==> config.mk <==
export PLATFORM = sky130hd
export DESIGN_NAME = fim_cross_handshake_arb
export DESIGN_NICKNAME = d
export VERILOG_FILES = /design/src/rtl/fim_cross_arb_pkg.sv /design/src/rtl/fim_cross_handshake_arb_rr.sv /design/src/rtl/fim_cross_handshake_arb.sv
export SDC_FILE = /design/constraint.sdc
export NUM_CORES = 1
export LEC_CHECK = 0
export CORE_MARGIN = 2
export CORE_UTILIZATION = 46
export DETAILED_ROUTE_END_ITERATION = 16
export PLACE_DENSITY = 0.9
export SKIP_LAST_GASP = 1
export SLEW_MARGIN = 10
export SYNTH_ARGS = -nofsm -noshare
export SYNTH_HDL_FRONTEND = slang
export SYNTH_SLANG_ARGS = --single-unit
==> constraint.sdc <==
create_clock -name clk -period 7.3 [get_ports clk]
set_clock_uncertainty 0.1 [all_clocks]
set_input_delay 0.73 -clock clk [delete_from_list [all_inputs] [get_ports clk]]
set_output_delay 0.73 -clock clk [all_outputs]
set_load 0.05 [all_outputs]
==> src/rtl/fim_cross_arb_pkg.sv <==
// Shared types and helpers for the handshake-CDC arbiter: FSM state encoding
// and the round-robin search used by fim_rr_arb.
package fim_cross_arb_pkg;

    typedef enum logic [1:0] {
        IDLE,
        ISSUE,
        WAIT_ACK
    } arb_state_e;

    localparam int MAX_REQ = 16;

    // First set bit of req at or after last+1, wrapping modulo n; 0 when none is set.
    function automatic logic [3:0] rr_next(input logic [MAX_REQ-1:0] req,
                                           input logic [3:0]         last,
                                           input int                 n);
        logic [3:0] pick;
        logic       found;
        int         idx;
        pick  = '0;
        found = 1'b0;
        idx   = 0;
        for (int k = 1; k <= MAX_REQ; k++) begin
            idx = (int'(last) + k) % n;
            if ((k <= n) && !found && req[idx]) begin
                pick  = 4'(idx);
                found = 1'b1;
            end
        end
        return pick;
    endfunction

endpackage

==> src/rtl/fim_cross_handshake_arb_rr.sv <==
// Combinational round-robin grant: request vector plus last grant in,
// one-hot grant and its index out. The parent owns the pointer register.
module fim_rr_arb #(
    parameter int NUM_REQ = 4,
    parameter int IDW     = 2
) (
    input  logic [NUM_REQ-1:0] req,
    input  logic [IDW-1:0]     last,
    output logic [NUM_REQ-1:0] grant,
    output logic [IDW-1:0]     grant_idx,
    output logic               any_req
);
    import fim_cross_arb_pkg::*;

    logic [MAX_REQ-1:0] req_ext;
    logic [3:0]         last_ext;
    logic [3:0]         pick;

    assign req_ext  = MAX_REQ'(req);
    assign last_ext = 4'(last);

    always_comb begin
        pick      = rr_next(req_ext, last_ext, NUM_REQ);
        grant_idx = IDW'(pick);
        any_req   = |req;
        grant     = any_req ? (NUM_REQ'(1) << grant_idx) : '0;
    end

endmodule

==> src/rtl/fim_cross_handshake_arb.sv <==
// Source-domain sequencer sharing one handshake CDC channel among NUM_REQ
// requesters: round-robin grant, single-cycle launch, wait for ack, ack back.
module fim_cross_handshake_arb #(
    parameter  int NUM_REQ        = 4,
    parameter  int WIDTH          = 32,
    parameter  int TIMEOUT_CYCLES = 1024,
    localparam int IDW            = (NUM_REQ > 1) ? $clog2(NUM_REQ) : 1
) (
    input  logic                          clk,
    input  logic                          rst_n,
    input  logic [NUM_REQ-1:0]            req_valid,
    input  logic [NUM_REQ-1:0][WIDTH-1:0] req_data,
    output logic [NUM_REQ-1:0]            req_ack,
    output logic [IDW+WIDTH-1:0]          xfer_data,
    output logic                          xfer_valid,
    input  logic                          xfer_ack,
    output logic                          busy,
    output logic                          err_timeout,
    output logic                          err_spurious,
    input  logic                          err_clr,
    output logic [31:0]                   xfer_cnt
);
    import fim_cross_arb_pkg::*;

    localparam bit TMO_EN = (TIMEOUT_CYCLES > 0);
    localparam int TLIM   = TMO_EN ? TIMEOUT_CYCLES : 1;
    localparam int TW     = $clog2(TLIM + 1);

    arb_state_e          state, state_nxt;
    logic [IDW-1:0]      last_grant;
    logic [NUM_REQ-1:0]  req_eligible;
    logic [NUM_REQ-1:0]  arb_grant;
    logic [IDW-1:0]      arb_idx;
    logic                arb_any;
    logic [TW-1:0]       tcnt;
    logic                grant_load;
    logic                ack_done;
    logic                tmo_hit;
    logic                spurious_hit;

    // A requester still holds req_valid during its req_ack cycle; masking it
    // keeps a lone requester from being granted a second, duplicate transfer.
    assign req_eligible = req_valid & ~req_ack;

    fim_rr_arb #(
        .NUM_REQ (NUM_REQ),
        .IDW     (IDW)
    ) u_rr (
        .req       (req_eligible),
        .last      (last_grant),
        .grant     (arb_grant),
        .grant_idx (arb_idx),
        .any_req   (arb_any)
    );

    always_ff @(posedge clk or negedge rst_n) begin
        if (!rst_n) state <= IDLE;
        else        state <= state_nxt;
    end

    always_comb begin
        state_nxt    = state;
        xfer_valid   = 1'b0;
        busy         = 1'b0;
        grant_load   = 1'b0;
        ack_done     = 1'b0;
        case (state)
            IDLE: begin
                if (arb_any) begin
                    grant_load = 1'b1;
                    state_nxt  = ISSUE;
                end
            end
            ISSUE: begin
                xfer_valid = 1'b1;
                busy       = 1'b1;
                state_nxt  = WAIT_ACK;
            end
            WAIT_ACK: begin
                busy = 1'b1;
                if (xfer_ack) begin
                    ack_done  = 1'b1;
                    state_nxt = IDLE;
                end
            end
            default: state_nxt = IDLE;
        endcase
        tmo_hit      = TMO_EN && (state == WAIT_ACK) && !xfer_ack && (tcnt == TW'(TLIM - 1));
        spurious_hit = xfer_ack && (state != WAIT_ACK);
    end

    always_ff @(posedge clk or negedge rst_n) begin
        if (!rst_n) begin
            last_grant <= IDW'(NUM_REQ - 1);
            xfer_data  <= '0;
        end else if (grant_load) begin
            last_grant <= arb_idx;
            xfer_data  <= {arb_idx, req_data[arb_idx]};
        end
    end

    always_ff @(posedge clk or negedge rst_n) begin
        if (!rst_n) begin
            req_ack  <= '0;
            xfer_cnt <= '0;
        end else begin
            req_ack <= '0;
            if (ack_done) begin
                req_ack  <= NUM_REQ'(1) << last_grant;
                xfer_cnt <= xfer_cnt + 32'd1;
            end
        end
    end

    // The transfer cannot be aborted once launched, so a timeout only flags
    // the error; the counter saturates and keeps waiting for the late ack.
    always_ff @(posedge clk or negedge rst_n) begin
        if (!rst_n) begin
            tcnt         <= '0;
            err_timeout  <= 1'b0;
            err_spurious <= 1'b0;
        end else begin
            if ((state != WAIT_ACK) || xfer_ack) tcnt <= '0;
            else if (tcnt != TW'(TLIM))          tcnt <= tcnt + 1'b1;

            if (tmo_hit)      err_timeout <= 1'b1;
            else if (err_clr) err_timeout <= 1'b0;

            if (spurious_hit) err_spurious <= 1'b1;
            else if (err_clr) err_spurious <= 1'b0;
        end
    end

endmodule

==> run summary <==
The sequential cell area fraction in the yosys report is 0.452. The post-synthesis net count came out at ~580. The number of buffers inserted to repair setup after CTS is 0. The flow ran to the end, and the final reports show no timing, DRC or antenna violations.

The design draws between 2 and 3 mW. The clock insertion delay at the later pin of the skew report came out at 0.36 ns. The antenna violation net count after detailed routing is 0. Timing would allow up to between 200 and 300 MHz.

The hold violation count in the final report is 0. The fill cell total of the finished layout came out at 760. The total via count in the routed design came out at between 4,000 and 5,000.

The number of vias per cell after detailed routing came out at ~5.4. Summed over all failing endpoints, the final setup total negative slack is 0 ns. In the post-synthesis netlist, the biggest area contributors are dfrtp_1 44%, mux2i_1 13%, o221ai_2 6.2%, nand2_1 4.6%, xnor2_1 4.2%. The final critical path time including I/O delays and setup came out at between 3 and 4 ns. The async set-reset flop share out of synthesis came out at 1.00. In the global route stage, overall resource usage came out at 0.258. On the worst path, the slowest cell contributes a delay of roughly 0.85 ns. The cell count after synthesis came out at ~440. Setup violations remaining at the end of the flow were counted as 0. The standard cell area after detailed placement is just under 0.007 mm2.

The root cell of the clock tree is clkbuf_8. The number of register bits inferred by synthesis is a little under 90. The signed area change from the synthesized netlist to the final layout is 48.8%. The min-delay analysis places its worst path in the category flop to flop. The die is 106 um tall. The commonest cells after synthesis are 85 x dfrtp_1, 64 x mux2i_1, 59 x nand2_1, 23 x nor2_1, 23 x xnor2_1. The number of iterations in the first detailed-routing pass is 6. Counting both buffers and inverters, the worst setup path holds a total of 2. The routed wire length came out at around 15,000 um.

The first global-routing pass estimated about 22,000 um of wire. The average wire per standard cell is about 19 um. Along the worst path, the maximum fanout reaches 66.

The initial antenna violation count is 2. The quantity of I/O buffers inserted on ports came out at between 200 and 250. In this run, CTS created clock tree buffers numbering 9. The horizontal extent of the die came out at approximately 110 um.

The number of nets at the end of the flow is around 800. The initial utilization of the core area, before any placement, comes to 0.471. The highest-delay cell along the critical path is buf_4. In this design, the largest share of critical-path delay is due to buffers and inverters. The maximum vdd drop came out at between 300 and 400 uV.

Setup repair after global routing left no endpoint under its margin. The detailed-route DRC error count is 0. Of the post-synthesis cell area, the dominant cell type holds 0.441. The transition time of the tightest slew-check pin is roughly 1.1 ns. After the first detailed-routing iteration, the DRC count stood at 166. Counting along the longest clock path gives a buffer depth of 2. The tool flagged a number of max-cap violations equal to 0. The critical path data arrival time came out at around 3.6 ns. The wire-length estimate of the detail-placed layout is 10,800 um. The maximum number of pins on one net before global-route repair came out at 88. STA classifies the critical path startpoint as a flop. In the finished design, the share of the clock period the worst path needs comes to 0.474. In this run the cell area of the synthesized design comes to 0.00482 mm2.

The average footprint of a synthesized cell came out at between 10 and 15 um2. The TritonCTS sink count came out at 87. The post-cts sizing count came out at 0. After clock tree synthesis, the flow added hold-fix buffers numbering 0. The max-slew violation count is 0. The via count of the first global-routing pass came out at roughly 4,300. The post-synthesis cell type with the largest combined area is dfrtp_1.

The floorplan step defined a die boundary enclosing between 0.01 and 0.015 mm2. Headroom to the max-slew limit came out at 0.260. Counting flops with a built-in enable in the synthesized netlist gives 0.

dfrtp_1 is the most common cell in the netlist. TritonCTS built the clock tree. The share of post-route cells with drive strength above 1 is 0.0851. After global routing the overflow that remains totals 0. The floorplan core area came out at between 0.01 and 0.015 mm2. Clock-pin slew was measured on the worst setup and hold paths at ~0.10 ns.

The analysis attributes to cell leakage a power of approximately 3.1 nW. The worst setup path is captured at a flop. The total number of yosys warnings is 0. The design area came out at 0.00717 mm2. Data on the critical path is required at its endpoint by between 7 and 8 ns.

The total power density per cell area came out at 391 mW/mm2. The unique cell type count in the Yosys netlist is 49. Walking the worst path, the cells encountered are inv_1, ha_1, a22oi_2, o211ai_1, a221oi_4, buf_4, mux2i_1, o221ai_2.

The number of cell rows came out at 37. The critical path start-end classification is flop to flop. The count of H-tree levels built during CTS is 3. The most used flip-flop cell after synthesis is dfrtp_1. The global placement routability congestion is about 0.87.

Pin placement for this block handled 210 I/O pins.
==> worst paths after layout <==
path	start	endpoint	slack (ns)	cells after the start
max	last_grant[0]	xfer_data[24]	3.84	8
min	xfer_cnt[31]	xfer_cnt[31]	0.37	1
max reg2reg	last_grant[0]	xfer_data[24]	3.84	8
min reg2reg	xfer_cnt[31]	xfer_cnt[31]	0.37	1
max in group asynchronous	rst_n	xfer_data[13]	5.93	1
min in group asynchronous	rst_n	xfer_cnt[25]	0.46	1
==> metrics by stage <==
stage | setup WS (ns) | std cells | hold slack (ns) | utilization
finish | 3.84 | 784 | 0.375 | 0.701
global route | 3.73 | 784 | 0.417 | 0.701
CTS | 3.88 | 782 | 0.380 | 0.700
detailed placement | 3.71 | 766 | 0.364 | 0.680
global placement | 3.78 | 766 | 0.363 | 0.680
floorplan | 4.71 | 437 | 0.334 | -
==> report_power, final <==
| group | internal, mW | switching, mW | total, mW | leakage, nW |
|---|---|---|---|---|
| clock network | 0.161 | 0.192 | 0.353 | 0.0925 |
| registers | 0.615 | 0.0946 | 0.709 | 1.13 |
| logic | 0.684 | 1.06 | 1.74 | 1.86 |
| total | 1.46 | 1.35 | 2.81 | 3.08 |
==> per-layer routing <==
metal,routed length (um),GRT usage,part of all wire
met3,1190,0.0766,0.081
met2,6880,0.418,0.47
met4,909,0.160,0.061
met1,5810,0.299,0.39
met5,0,0,0
==> registers in the layout (all words and copies together) (netlist names) <==
signal and count:
err_spurious 1, err_timeout 1, last_grant 2, req_ack 4, state 2, tcnt 11, xfer_cnt 32, xfer_data 34
==> layout make-up <==
class / instances / area (um2) / share of cell area
Timing Repair Buffer: 213 / 2120 / 0.296
Multi-Input combinational cell: 316 / 2440 / 0.340
Sequential cell: 87 / 2180 / 0.304
Inverter: 14 / 55.1 / 0.00768
Antenna cell: 2 / 5.00 / 0.000698
Tap cell: 136 / 170 / 0.0237
Clock inverter: 7 / 78.8 / 0.0110
Clock buffer: 9 / 124 / 0.0173
==> cell families (layout without fill, tap and decap cells) <==
kind of cell	after synthesis	after routing	synth area share
buffers and inverters	34	243	0.0483
flip-flops	87	87	0.452
XOR/XNOR	38	38	0.0691
adder cells (fa/ha/maj)	10	10	0.0260
AND/OR/NAND/NOR	144	144	0.148
other	0	2	0
multiplexers	66	66	0.138
AO/OA/AOI/OAI	58	58	0.118
==> cell usage in the layout, fill, tap and decap left out, drive strengths merged, types with 2 or more instances in the layout <==
cell type      count
a21oi             10
a31oi              2
and2               2
and3               9
and4               5
buf                5
clkbuf             9
clkdlybuf4s50    208
clkinvlp           3
dfrtp             85
dfstp              2
diode              2
ha                10
inv               16
mux2               2
mux2i             64
nand2             59
nand2b             4
nand3             16
nand4              8
nand4b             2
nor2              24
nor2b              4
nor3               3
nor4               2
o21ai              7
o221ai            32
or3                3
xnor2             23
xor2              15
(Power assumes the default switching activity.)
